==> src/rtl/counter_pkg.sv <==
// Shared definitions for the parametrised up/down counter.
//   MODE_WRAP / MODE_SAT : values of the MODE parameter
//   default_max()        : largest value representable in a given width,
//                          used as the default top count
package counter_pkg;

    localparam int MODE_WRAP = 0;   // wrap modulo MAX_VAL+1
    localparam int MODE_SAT  = 1;   // saturate at 0 / MAX_VAL

    // All-ones value for a WIDTH-bit counter. Valid for widths below 32.
    function automatic int default_max(input int width);
        return (1 << width) - 1;
    endfunction

endpackage

==> src/rtl/cnt_step_calc.sv <==
// Combinational next-value calculator for param_updown_counter.
// Ports:
//   q        in   WIDTH   current count
//   step     in   STEP_W  amount to add / subtract
//   up_down  in   1       1 = up, 0 = down
//   mode     in   1       0 = wrap, 1 = saturate
//   q_next   out  WIDTH   value to register when counting is enabled
//   boundary out  1       count crossed MAX_VAL (up) or went below 0 (down)
module cnt_step_calc #(
    parameter int WIDTH   = 8,
    parameter int MAX_VAL = 255,
    parameter int STEP_W  = 4
) (
    input  logic [WIDTH-1:0]  q,
    input  logic [STEP_W-1:0] step,
    input  logic              up_down,
    input  logic              mode,
    output logic [WIDTH-1:0]  q_next,
    output logic              boundary
);

    // All arithmetic is carried one bit wider than the count so that
    // q + step and q + modulus never overflow.
    localparam logic [WIDTH:0] MAX_EXT = (WIDTH+1)'(MAX_VAL);
    localparam logic [WIDTH:0] MOD_EXT = MAX_EXT + (WIDTH+1)'(1);

    logic [WIDTH:0] q_ext;
    logic [WIDTH:0] step_ext;
    logic [WIDTH:0] step_mod;
    logic [WIDTH:0] sum_raw;
    logic [WIDTH:0] sum_mod;
    logic [WIDTH:0] wrap_up;
    logic [WIDTH:0] wrap_dn;
    logic [WIDTH:0] sat_up;
    logic [WIDTH:0] sat_dn;
    logic [WIDTH:0] next_ext;
    logic           unused_msb;

    assign q_ext    = {1'b0, q};
    assign step_ext = (WIDTH+1)'(step);

    // In wrap mode a step larger than the modulus only contributes its
    // remainder; a full extra lap lands back on the same value.
    assign step_mod = step_ext % MOD_EXT;

    assign sum_raw  = q_ext + step_ext;
    assign sum_mod  = q_ext + step_mod;

    // Boundary is judged on the raw step: any step that carries the count
    // past the top (or below zero) is an event, even if the wrapped result
    // happens to equal the starting value.
    assign boundary = up_down ? (sum_raw > MAX_EXT) : (step_ext > q_ext);

    assign wrap_up  = (sum_mod > MAX_EXT) ? (sum_mod - MOD_EXT) : sum_mod;
    assign wrap_dn  = (step_mod <= q_ext) ? (q_ext - step_mod)
                                          : (q_ext + MOD_EXT - step_mod);
    assign sat_up   = boundary ? MAX_EXT : sum_raw;
    assign sat_dn   = boundary ? '0      : (q_ext - step_ext);

    always_comb begin
        next_ext = q_ext;
        if (mode) begin
            next_ext = up_down ? sat_up : sat_dn;
        end else begin
            next_ext = up_down ? wrap_up : wrap_dn;
        end
    end

    // Every selected result is <= MAX_VAL, so the top bit is always zero.
    assign q_next     = next_ext[WIDTH-1:0];
    assign unused_msb = next_ext[WIDTH];

endmodule

==> src/rtl/param_updown_counter.sv <==
// Parametrised up/down counter with wrap or saturate behaviour.
// Ports:
//   clk       in   1       clock, rising edge
//   rst       in   1       asynchronous reset, active-high
//   clear     in   1       synchronous clear (highest priority)
//   load      in   1       synchronous load of d (clamped to MAX_VAL)
//   d         in   WIDTH   load value
//   en        in   1       count enable (lowest priority)
//   up_down   in   1       1 = count up, 0 = count down
//   step      in   STEP_W  amount per enabled cycle
//   q         out  WIDTH   registered count
//   tc        out  1       one-cycle pulse on a boundary crossing
//   ovf       out  1       sticky over/underflow flag
//   load_err  out  1       one-cycle pulse when a load was clamped
//   at_zero   out  1       q == 0
//   at_max    out  1       q == MAX_VAL
module param_updown_counter
    import counter_pkg::*;
#(
    parameter int WIDTH   = 8,
    parameter int MAX_VAL = default_max(WIDTH),
    parameter int STEP_W  = 4,
    parameter int MODE    = MODE_WRAP
) (
    input  logic              clk,
    input  logic              rst,
    input  logic              clear,
    input  logic              load,
    input  logic [WIDTH-1:0]  d,
    input  logic              en,
    input  logic              up_down,
    input  logic [STEP_W-1:0] step,
    output logic [WIDTH-1:0]  q,
    output logic              tc,
    output logic              ovf,
    output logic              load_err,
    output logic              at_zero,
    output logic              at_max
);

    localparam logic [WIDTH-1:0] MAX_Q    = WIDTH'(MAX_VAL);
    localparam logic             MODE_BIT = (MODE == MODE_SAT);

    logic [WIDTH-1:0] q_reg,        q_next;
    logic             tc_reg,       tc_next;
    logic             ovf_reg,      ovf_next;
    logic             load_err_reg, load_err_next;

    logic [WIDTH-1:0] calc_q;
    logic             calc_boundary;

    cnt_step_calc #(
        .WIDTH   (WIDTH),
        .MAX_VAL (MAX_VAL),
        .STEP_W  (STEP_W)
    ) u_step_calc (
        .q        (q_reg),
        .step     (step),
        .up_down  (up_down),
        .mode     (MODE_BIT),
        .q_next   (calc_q),
        .boundary (calc_boundary)
    );

    // clear > load > en. Pulses (tc, load_err) default low so they only
    // last the single cycle in which they are triggered.
    always_comb begin
        q_next        = q_reg;
        ovf_next      = ovf_reg;
        tc_next       = 1'b0;
        load_err_next = 1'b0;
        if (clear) begin
            q_next   = '0;
            ovf_next = 1'b0;
        end else if (load) begin
            if (d > MAX_Q) begin
                q_next        = MAX_Q;
                load_err_next = 1'b1;
            end else begin
                q_next = d;
            end
        end else if (en) begin
            q_next  = calc_q;
            tc_next = calc_boundary;
            if (calc_boundary) begin
                ovf_next = 1'b1;
            end
        end
    end

    always_ff @(posedge clk or posedge rst) begin
        if (rst) begin
            q_reg        <= '0;
            tc_reg       <= 1'b0;
            ovf_reg      <= 1'b0;
            load_err_reg <= 1'b0;
        end else begin
            q_reg        <= q_next;
            tc_reg       <= tc_next;
            ovf_reg      <= ovf_next;
            load_err_reg <= load_err_next;
        end
    end

    assign q        = q_reg;
    assign tc       = tc_reg;
    assign ovf      = ovf_reg;
    assign load_err = load_err_reg;
    assign at_zero  = (q_reg == '0);
    assign at_max   = (q_reg == MAX_Q);

endmodule
==> config.mk <==
export PLATFORM = sky130hd
export DESIGN_NAME = param_updown_counter
export DESIGN_NICKNAME = d
export VERILOG_FILES = /design/src/rtl/counter_pkg.sv /design/src/rtl/cnt_step_calc.sv /design/src/rtl/param_updown_counter.sv
export SDC_FILE = /design/constraint.sdc
export NUM_CORES = 1
export LEC_CHECK = 0
export CAP_MARGIN = 30
export CORE_MARGIN = 5
export CORE_UTILIZATION = 60
export DETAILED_ROUTE_END_ITERATION = 8
export DONT_BUFFER_PORTS = 1
export PLACE_DENSITY = 0.77
export REMOVE_ABC_BUFFERS = 1
export SYNTH_ARGS = -nofsm -noshare
export SYNTH_HDL_FRONTEND = slang
export SYNTH_SLANG_ARGS = --single-unit
==> constraint.sdc <==
create_clock -name clk -period 5.7 [get_ports clk]
set_input_delay 1.14 -clock clk [delete_from_list [all_inputs] [get_ports clk]]
set_output_delay 1.14 -clock clk [all_outputs]
set_load 0.02 [all_outputs]
==> impl_metrics.py <==
metrics = {
    "sta": {
        "rsz0062_at_grt": "no",
        "setup_violations": 0,
        "tns_ns": 0,
        "timing.hold.ws_ns": 0.665,
        "tightestPinTransition_ns": 0.638,
        "slew_viol_final": 0,
        "clock.fmax_ghz": 0.328,
        "finalHoldViolations": 0,
        "fin_skew_ns": 0.00430,
        "min_period_ns": 3.05,
        "relSlewSlack": 0.571,
        "fin_crit_sh": 0.535,
    },
    "placement": {
        "dp.cells": 123,
        "port_buffers": 0,
        "place_hpwl_um": 1680,
        "gp_congestion": 0.808,
    },
    "routing": {
        "drt_iter0_drc": 25,
        "postRouteAntennaNets": 0,
        "drc_errors": 0,
        "dr.max_layer_used": "met4",
        "vias_per_cell": 6.18,
        "first_pass_iters": 4,
        "vias": 785,
        "totalWireLength_um": 2030,
        "met3RoutedLength_um": 154,
        "avgRoutedWirePerCell_um": 16.0,
        "wl_met2_um": 995,
        "routedLengthMet1_um": 864,
    },
    "min_path": {
        "whs_path_depth": 2,
        "hold_end": "ovf",
        "hold_class": "reg -> reg",
        "min_from": "ovf",
    },
    "logic_synthesis": {
        "synth_fa_ha_area_frac": 0.148,
        "synth_top_family_by_area": "compound AO/OA/AOI/OAI gates",
        "synth.cell_area_um2": 946,
        "synth_edf_count": 0,
        "synthXorXnorAreaFrac": 0.0278,
        "synth_async_sr_flop_share": 1.00,
        "yosys_warnings": 0,
        "yosys.area_share.simple": 0.217,
        "syn_inst": 113,
        "netlist-cell-type-count": 39,
        "synth_compound_area_frac": 0.225,
        "synth-seq-cells": 10,
        "syn_avg_cell_area_um2": 8.37,
        "yosysSeqAreaShare": 0.265,
        "synthMuxAreaShare": 0.0317,
        "synth-main-ff-cell": "dfrtp_1",
    },
    "global_routing": {
        "grt_antenna_before_repair": 0,
        "grt_pass1_wl_um": 3550,
        "grt.total_usage": 0.181,
        "grt_max_degree": 15,
        "grt_remaining_overflow": 0,
        "first_global_vias": 829,
    },
    "worst_setup_path": {
        "start_kind": "flop",
        "worstPathMaxFanout": 8,
        "regToRegEndpoint": "q[6]",
        "cp-end-kind": "output pin",
        "cpMaxStageDelayCell": "or4_1",
        "cp.arrival_ns": 1.91,
        "cp_num_buf_inv": 0,
        "reg2reg_depth": 9,
        "cp_cell_sequence": "or4_1 > nor3_1",
        "crit_cells": 2,
        "cpPeakStageDelay_ns": 0.59,
        "reg2reg_from": "q[0]",
        "cp_data_required_time_ns": 4.56,
        "criticalPathCategory": "reg -> out",
        "r2r_setup_slack_ns": 3.52,
        "path_delay_family": "simple AND/OR/NAND/NOR gates",
    },
    "pwr": {
        "power.internal_uw": 141,
        "seqPwrFrac": 0.433,
        "power_frac_clock": 0.296,
        "power.density_mw_per_mm2": 220,
        "swShare": 0.336,
        "leakage_uw": 0.000436,
        "ir_drop_mv": 0.187,
        "power.switching_uw": 71.3,
        "p_comb_frac": 0.271,
    },
    "clock_network": {
        "clock-sinks": 10,
        "clk-insertion-delay-late_ns": 0.26,
        "cts-buffers-inserted": 3,
        "cts_tree": "done",
        "cts_setup_buffers": 0,
        "cts_buffer_depth": 2,
        "cts_hold_buf": 0,
        "cts-root-buf": "clkbuf_4",
        "clk_pin_slew_worst_paths_ns": 0.07,
        "cts.repair.resized": 0,
        "htreeDepth": 1,
    },
    "run": {
        "maxCapViolCount": 0,
    },
    "cells_and_area": {
        "drive_gt1_frac": 0.0901,
        "n_antenna_cell": 0,
        "layout_common_cells": "nor2_1, inv_1, dfrtp_1",
        "nFillCells": 131,
        "layout.cells.non_filler": 127,
        "syn2layout_area_growth_pct": 2.12,
        "num-nets-final": 140,
        "layout_commonest_cell": "nor2_1",
        "largest_register_ff_count": 8,
    },
    "die": {
        "core_area_mm2": 0.00151,
        "die_height_um": 49.7,
        "die_area_mm2": 0.00247,
        "die_w_um": 49.7,
        "initial_utilization": 0.628,
        "io_pins": 31,
        "fp-row-count": 14,
    },
    "status": {
        "status": "finished, final reports clean",
    },
}
## how the worst max path moves through the flow
stage	start	to	slack, ns
after detailed placement	step[0]	q[6]	2.91
after CTS	q[1]	at_zero	2.62
final	q[1]	at_zero	2.65
after floorplan	q[1]	at_zero	3.04
after global routing	q[1]	at_zero	2.53
after global placement	q[1]	at_zero	2.93
## cell usage after synthesis, types with 2 or more instances
| cell type | n | area share |
|---|---|---|
| buf_2 | 2 | 0.011 |
| o22ai_1 | 2 | 0.013 |
| mux2i_1 | 3 | 0.032 |
| nand4_1 | 2 | 0.013 |
| a21oi_1 | 6 | 0.032 |
| a21boi_1 | 2 | 0.016 |
| clkbuf_1 | 2 | 0.0079 |
| dfrtp_1 | 10 | 0.26 |
| nor2b_1 | 4 | 0.026 |
| nor3_1 | 2 | 0.011 |
| nand2_1 | 3 | 0.012 |
| o21ai_0 | 3 | 0.016 |
| or3_1 | 3 | 0.020 |
| nand3_1 | 2 | 0.011 |
| ha_1 | 8 | 0.11 |
| a32o_1 | 2 | 0.021 |
| fa_1 | 2 | 0.042 |
| a211oi_1 | 5 | 0.040 |
| inv_1 | 11 | 0.044 |
| o21ai_1 | 3 | 0.016 |
| nor2_1 | 16 | 0.063 |
| xnor2_1 | 3 | 0.028 |
## power by group through the flow
stage               Sequential [uW]  Clock, uW  Combinational, uW
floorplan                      90.6          0               47.3
global placement               93.2          0               55.2
detailed placement             93.4          0               56.8
CTS                            91.9       65.1               57.4
global route                   92.9       69.6               65.2
finish                         91.9       62.9               57.5
## cells by family after synthesis
logic type,Yosys count
and+or+nand+nor,39
AOI/OAI and AO/OA,30
DFF,10
xor gates and xnor gates,3
adders and majority gates,10
buffers and inverters,17
muxes,3
other,1
## per-stage QoR
stage,area (um^2),utilization,total power (uW),worst slack (ns)
floorplan,910,-,138,3.04
global placement,930,0.617,148,2.93
detailed placement,930,0.617,150,2.91
CTS,966,0.641,214,2.62
global route,966,0.641,228,2.53
finish,966,0.641,212,2.65
## routing by layer
metal / GRT usage / vias up
met2: 0.311 / 28
met5: 0 / -
met1: 0.212 / 359
met3: 0.0542 / 2
met4: 0.0568 / 0
li1: - / 396
## worst reg2reg max path, delay by kind of cell, from the launching register on
family                   cells  cell delay, ns
XOR/XNOR                     1            0.10
AO/OA/AOI/OAI                4            0.78
adder cells (fa/ha/maj)      2            0.56
buffers and inverters        2            0.16
flip-flops                   1            0.49
## cell type report
type | instances | area [um^2] | share of cell area
Sequential cell | 10 | 250 | 0.259
Tap cell | 16 | 20.0 | 0.0207
Multi-Input combinational cell | 86 | 618 | 0.640
Clock buffer | 4 | 36.3 | 0.0376
Inverter | 11 | 41.3 | 0.0427
(Power assumes the default switching activity.)
